===== src/rtl/game_ctrl_if.sv =====
// Signal bundle between the VGA/sprite front end and the game controller.
// The controller sits on the slave side of this bundle.
interface game_ctrl_if;
    logic       start;
    logic       vga_v_sync;
    logic       inDisplayArea;
    logic       pix_player;
    logic       pix_block;
    logic [1:0] state;
    logic [3:0] p1_score;
    logic [3:0] p2_score;
    logic       hit;
    logic       new_round;

    modport master (
        output start, vga_v_sync, inDisplayArea, pix_player, pix_block,
        input  state, p1_score, p2_score, hit, new_round
    );

    modport slave (
        input  start, vga_v_sync, inDisplayArea, pix_player, pix_block,
        output state, p1_score, p2_score, hit, new_round
    );
endinterface


===== src/rtl/game_ctrl.sv =====
// Two-player survival game controller. Each player earns one point for every
// SURVIVE_FRAMES collision-free frames; a collision or reaching SCORE_MAX ends the turn.
module game_ctrl #(
    parameter int SURVIVE_FRAMES = 64,
    parameter int SCORE_MAX      = 10
) (
    input  logic        clk,
    input  logic        reset,
    game_ctrl_if.slave  bus
);
    localparam int             CW       = $clog2(SURVIVE_FRAMES);
    localparam logic [CW-1:0]  CNT_LAST = CW'(SURVIVE_FRAMES - 1);
    localparam logic [3:0]     SMAX     = 4'(SCORE_MAX);

    typedef enum logic [1:0] {
        QI      = 2'b00,
        QGAME_1 = 2'b01,
        QGAME_2 = 2'b10,
        QDONE   = 2'b11
    } state_t;

    state_t        state_q, state_n;
    logic [3:0]    p1_q, p1_n, p2_q, p2_n;
    logic [CW-1:0] cnt_q, cnt_n;
    logic          hit_q, hit_n, nr_q, nr_n;
    logic          end_pend_q, end_pend_n;

    logic vs_q, fb, start_low_q, start_r, coll;
    logic in_game, pix_coll;

    assign in_game  = (state_q == QGAME_1) || (state_q == QGAME_2);
    assign pix_coll = bus.pix_player & bus.pix_block & bus.inDisplayArea & in_game;

    // start_low_q stays 0 out of reset so a switch already on cannot look like a rise.
    always_ff @(posedge clk) begin
        if (reset) begin
            vs_q        <= 1'b0;
            fb          <= 1'b0;
            start_low_q <= 1'b0;
            start_r     <= 1'b0;
            coll        <= 1'b0;
        end else begin
            vs_q        <= bus.vga_v_sync;
            fb          <= vs_q & ~bus.vga_v_sync;
            start_low_q <= ~bus.start;
            start_r     <= bus.start & start_low_q;
            if (fb)
                coll <= pix_coll;
            else if (pix_coll)
                coll <= 1'b1;
        end
    end

    always_ff @(posedge clk) begin
        if (reset) begin
            state_q    <= QI;
            p1_q       <= '0;
            p2_q       <= '0;
            cnt_q      <= '0;
            hit_q      <= 1'b0;
            nr_q       <= 1'b0;
            end_pend_q <= 1'b0;
        end else begin
            state_q    <= state_n;
            p1_q       <= p1_n;
            p2_q       <= p2_n;
            cnt_q      <= cnt_n;
            hit_q      <= hit_n;
            nr_q       <= nr_n;
            end_pend_q <= end_pend_n;
        end
    end

    logic [3:0] cur_score, score_n;
    logic       turn_end;

    // A collision pulses hit while still in the turn and ends the turn one
    // cycle later, so hit never overlaps new_round or shows up in QDONE.
    always_comb begin
        state_n    = state_q;
        p1_n       = p1_q;
        p2_n       = p2_q;
        cnt_n      = cnt_q;
        hit_n      = 1'b0;
        nr_n       = 1'b0;
        end_pend_n = 1'b0;
        turn_end   = 1'b0;
        cur_score  = (state_q == QGAME_2) ? p2_q : p1_q;
        score_n    = cur_score;

        case (state_q)
            QI: begin
                if (start_r) begin
                    state_n = QGAME_1;
                    p1_n    = '0;
                    p2_n    = '0;
                    cnt_n   = '0;
                    nr_n    = 1'b1;
                end
            end
            QGAME_1, QGAME_2: begin
                if (!bus.start) begin
                    state_n = QDONE;
                end else if (end_pend_q) begin
                    turn_end = 1'b1;
                end else if (fb) begin
                    if (coll) begin
                        hit_n      = 1'b1;
                        end_pend_n = 1'b1;
                    end else if (cnt_q == CNT_LAST) begin
                        cnt_n   = '0;
                        score_n = cur_score + 4'd1;
                        if (score_n == SMAX)
                            turn_end = 1'b1;
                    end else begin
                        cnt_n = cnt_q + CW'(1);
                    end
                end

                if (state_q == QGAME_1)
                    p1_n = score_n;
                else
                    p2_n = score_n;

                if (turn_end) begin
                    if (state_q == QGAME_1) begin
                        state_n = QGAME_2;
                        cnt_n   = '0;
                        nr_n    = 1'b1;
                    end else begin
                        state_n = QDONE;
                    end
                end
            end
            QDONE: begin
                if (!bus.start)
                    state_n = QI;
            end
            default: state_n = QI;
        endcase
    end

    assign bus.state     = state_q;
    assign bus.p1_score  = p1_q;
    assign bus.p2_score  = p2_q;
    assign bus.hit       = hit_q;
    assign bus.new_round = nr_q;

endmodule


===== src/flat_wrapper.sv =====
// flat-port wrapper written by rule: the top's interface ports become plain ports
module game_ctrl_flat 
#(
    parameter int SURVIVE_FRAMES = 64,
    parameter int SCORE_MAX      = 10
)
  (clk, reset, bus_start, bus_vga_v_sync, bus_inDisplayArea, bus_pix_player, bus_pix_block, bus_state, bus_p1_score, bus_p2_score, bus_hit, bus_new_round);
  game_ctrl_if bus_i ();
  input  logic clk;
  input  logic reset;
  input wire logic [$bits(bus_i.start)-1:0] bus_start;
  input wire logic [$bits(bus_i.vga_v_sync)-1:0] bus_vga_v_sync;
  input wire logic [$bits(bus_i.inDisplayArea)-1:0] bus_inDisplayArea;
  input wire logic [$bits(bus_i.pix_player)-1:0] bus_pix_player;
  input wire logic [$bits(bus_i.pix_block)-1:0] bus_pix_block;
  output wire logic [$bits(bus_i.state)-1:0] bus_state;
  output wire logic [$bits(bus_i.p1_score)-1:0] bus_p1_score;
  output wire logic [$bits(bus_i.p2_score)-1:0] bus_p2_score;
  output wire logic [$bits(bus_i.hit)-1:0] bus_hit;
  output wire logic [$bits(bus_i.new_round)-1:0] bus_new_round;
  assign bus_i.start = bus_start;
  assign bus_i.vga_v_sync = bus_vga_v_sync;
  assign bus_i.inDisplayArea = bus_inDisplayArea;
  assign bus_i.pix_player = bus_pix_player;
  assign bus_i.pix_block = bus_pix_block;
  assign bus_state = bus_i.state;
  assign bus_p1_score = bus_i.p1_score;
  assign bus_p2_score = bus_i.p2_score;
  assign bus_hit = bus_i.hit;
  assign bus_new_round = bus_i.new_round;
  game_ctrl #(.SURVIVE_FRAMES(SURVIVE_FRAMES), .SCORE_MAX(SCORE_MAX)) u_core (.clk(clk), .reset(reset), .bus(bus_i));
endmodule

===== config.mk =====
export PLATFORM = sky130hd
export DESIGN_NAME = game_ctrl_flat
export DESIGN_NICKNAME = d
export VERILOG_FILES = /design/src/rtl/game_ctrl_if.sv /design/src/rtl/game_ctrl.sv /design/src/flat_wrapper.sv
export SDC_FILE = /design/constraint.sdc
export NUM_CORES = 1
export LEC_CHECK = 0
export ABC_AREA = 1
export BUFFER_PORTS_ARGS = -buffer_cell sky130_fd_sc_hd__clkbuf_2
export CORE_MARGIN = 5
export CORE_UTILIZATION = 50
export DETAILED_ROUTE_END_ITERATION = 6
export PLACE_DENSITY = 0.71
export SLEW_MARGIN = 10
export SYNTH_ARGS = -nofsm -noshare
export SYNTH_HDL_FRONTEND = slang
export SYNTH_SLANG_ARGS = --single-unit

===== constraint.sdc =====
create_clock -name clk -period 2.3 [get_ports clk]
set_input_delay 0.23 -clock clk [delete_from_list [all_inputs] [get_ports clk]]
set_output_delay 0.23 -clock clk [all_outputs]
set_load 0.01 [all_outputs]

==> flow_summary.yaml <==
cells_and_area:
  nets: 211
  finalCoreUtilization_pct: 58.2
  drive_above_1_share_pct: 17.9
  synthToLayoutAreaGrowth_pct: 13.2
  num_antenna_cells: 0
  fillCellCount: 245
timing:
  slew_violations: 0
  hold_viol: 0
  skew_ps: 7.86
  fin_crit_sh_pct: 90.4
  max_freq_mhz: 481
  slew_headroom_pct: 69.5
  rsz0062_at_grt: "false"
  tightest_slew_ps: 456
  setup_viol: 0
  tns_ps: 0
  layout_min_cycle_time_ps: 2080
route:
  via_per_inst: 5.41
  ant_nets: 0
  finalWirelength_um: 2730
  drt_iter0_markers: 46
  route.detailed.drc: 0
  drt-pass1-iter-count: 4
  wl_per_cell_um: 12.2
  vias: 1218
pwr:
  total_power_uw: 1230
  ir_worst_vdd_mv: 0.587
  p_seq_share_pct: 41.5
  p_sw_uw: 530
  p_sw_share_pct: 43.1
  power_per_cell_area_nw_per_um2: 868
  p_leak_uw: 0.000652
  combPwrFrac_pct: 43.2
  clkPwrFrac_pct: 15.4
  p_int_uw: 700
critical_path:
  start_kind: "flop"
  crit_cells: 18
  path_class: "flop to flop"
  reg2reg_from: "u_core.bus.state[0]$_SDFFE_PP0P_"
  cp_num_buf_inv: 4
  slowest_delay_ps: 380
  regToRegSetupSlack_ps: 220
  crit_arrival_ps: 2310
  crit_required_ps: 2530
  worstSetupStartpoint: "u_core.bus.state[0]$_SDFFE_PP0P_"
  reg2reg_to: "u_core.bus.state[0]$_SDFFE_PP0P_"
  reg2reg_depth: 18
  endpoint_kind: "flop"
  cp_max_fo: 8
  crit_slowest_cell: "dfxtp_4"
  worst_path_most_repeated_cell: "nor2_1"
  crit_end: "u_core.bus.state[0]$_SDFFE_PP0P_"
  cpLargestDelayFamily: "simple AND/OR/NAND/NOR gates"
  cp_cell_sequence: "inv_2 -> ha_4 -> inv_1 -> nand2_1 -> nand2_2 -> inv_1 -> ha_1 -> inv_1 -> nor2_1 -> nand2_1 -> nor2_1 -> nand3_1 -> nand2_2 -> nand2_4 -> o21ai_0 -> nand2_1 -> nor2_1 -> nor2_1"
synthesis:
  yosys_warnings: 0
  synth_area_leaders: "dfxtp_1 37%, nand2_1 11%, ha_1 8.0%, a21oi_1 6.8%, inv_1 6.0%"
  synth.avg_cell_area_um2: 7.15
  synth_most_common_cell: "nand2_1"
  syn_area_um2: 1250
  synth_top_cell_by_area: "dfxtp_1"
  netlist-cell-type-count: 23
  synth_edf_count: 0
  yosysSeqAreaShare_pct: 36.8
  synth_top_area_share_pct: 36.8
  ys_async_sr_fraction_pct: 0
  syn_nets: 190
  ys_ff_latch: 23
  yosys-top-cells-count: "37 x nand2_1, 23 x dfxtp_1, 20 x inv_1"
  ys.flop_type: "dfxtp_1"
  synth_cells: 175
floorplan:
  die_y_um: 60.0
  design.die.area_um2: 3600
  core_um2: 2430
  dieWidth_um: 60.0
  ios: 19
  rows: 18
  start_util_pct: 51.4
placement:
  globalplace.congestion: 0.870
  dpl.hpwl_um: 2040
  io_buffers: 18
worst_hold_path:
  worstHoldPathType: "input port to flop"
  hold_depth: 2
grt:
  overflow: 0
  grt_pass1_vias: 1120
  grt_pass1_wl_um: 4700
  antenna_found_initial: 0
  grt_max_degree: 13
  grt_usage_pct: 16.9
outcome:
  status: "finished, final reports clean"
cts:
  htreeDepth: 1
  clkLatencyLatePin_ps: 310
  cts_root_buffer: "clkbuf_4"
  path_clk_slew_ps: 130
  clockBufferDepth: 2
  post_cts_buffers: 0
  numCtsBuffers: 3
  cts_tree: "built"
  clock-sinks: 23
job:
  max_cap_viol_count: 0
==> metal layers <==
layer / wire length (um) / GRT usage (%) / share of wire (%) / vias to the layer above
met4: 49 / 8.23 / 1.8 / 0
met3: 136 / 3.02 / 5.0 / 6
li1: - / - / - / 621
met2: 1310 / 27.0 / 48 / 33
met5: 0 / 0 / 0 / -
met1: 1240 / 21.8 / 45 / 558
==> timing repair <==
| action | CTS | global route |
|---|---|---|
| hold buffers | 0 | 0 |
| resized for setup | 0 | 7 |
| endpoints found under the setup margin | 0 | 9 |
==> how the worst min path moves through the flow <==
stage	startpoint	endpoint
2_1_floorplan	bus_vga_v_sync	u_core.fb$_SDFF_PP0_
3_3_place_gp	bus_vga_v_sync	u_core.fb$_SDFF_PP0_
3_5_place_dp	u_core.start_low_q$_SDFF_PP0_	u_core.start_r$_SDFF_PP0_
4_1_cts	bus_vga_v_sync	u_core.fb$_SDFF_PP0_
5_1_grt	bus_vga_v_sync	u_core.fb$_SDFF_PP0_
6_report	bus_vga_v_sync	u_core.fb$_SDFF_PP0_
==> registers in the layout, indices dropped and copies added, names as in the netlist <==
| name | flops |
|---|---|
| u_core.cnt_q | 6 |
| u_core.bus.p1_score | 4 |
| u_core.bus.p2_score | 4 |
| u_core.bus.state | 2 |
| u_core.bus.hit | 1 |
| u_core.bus.new_round | 1 |
| u_core.coll | 1 |
| u_core.fb | 1 |
| u_core.start_low_q | 1 |
| u_core.start_r | 1 |
| u_core.vs_q | 1 |
==> power by group through the flow <==
stage                     combinational, uW  sequential, uW  clock, uW
after global routing                    608             520        213
after floorplan                         340             526          0
after detailed placement                515             510          0
after global placement                  499             509          0
after CTS                               521             501        198
final                                   531             510        189
==> layout by cell type, fill, tap and decap left out <==
cell type,n
nand2_4,1
clkbuf_1,1
nand2_2,7
dfxtp_2,1
nor3_4,1
a41oi_1,1
nand3_1,8
xnor2_1,1
ha_4,1
o211ai_1,1
o22ai_1,1
clkbuf_2,18
a21oi_1,17
dfxtp_1,21
xor2_1,3
nand3b_1,2
inv_1,19
dfxtp_4,1
o21a_1,1
ha_1,7
nand2_1,36
nand4_1,9
nor2_1,18
clkbuf_4,3
o21ai_0,13
inv_2,2
nor3_1,1
==> logic make-up (layout without fill, tap and decap cells) <==
logic type	Yosys count	after routing	synth area share, %
AOI/OAI and AO/OA	34	34	14.4
xor gates and xnor gates	4	4	2.80
DFF	23	23	36.8
and+or+nand+nor	83	83	31.0
adders and majority gates	8	8	8.00
buffers and inverters	23	43	7.00
==> layout make-up <==
type                    count  area, um2  area share [%]
multi-input cells         129        718            50.7
flip-flops and latches     23        465            32.9
repair buffers             18       90.1            6.36
inverters                  21       78.8            5.57
well taps                  30       37.5            2.65
clock buffers               4       26.3            1.86
==> metrics by stage <==
stage / instance area [um2] / worst slack [ps] / hold slack [ps] / instances
after floorplan: 1250 / 247 / 302 / 175
after global placement: 1370 / 192 / 406 / 221
after detailed placement: 1370 / 85.9 / 411 / 221
after CTS: 1400 / 57.3 / 74.9 / 225
after global routing: 1420 / 34.0 / 78.9 / 225
final: 1420 / 221 / 80.0 / 225
==> worst reg2reg max path, stage by stage, from the launching register on <==
cell and delay (ps):
dfxtp_4 380, inv_2 90, ha_4 170, inv_1 80
nand2_1 80, nand2_2 80, inv_1 90, ha_1 140
inv_1 40, nor2_1 100, nand2_1 60, nor2_1 110
nand3_1 110, nand2_2 90, nand2_4 70, o21ai_0 80
nand2_1 70, nor2_1 90, nor2_1 50
(Power assumes the default switching activity.)
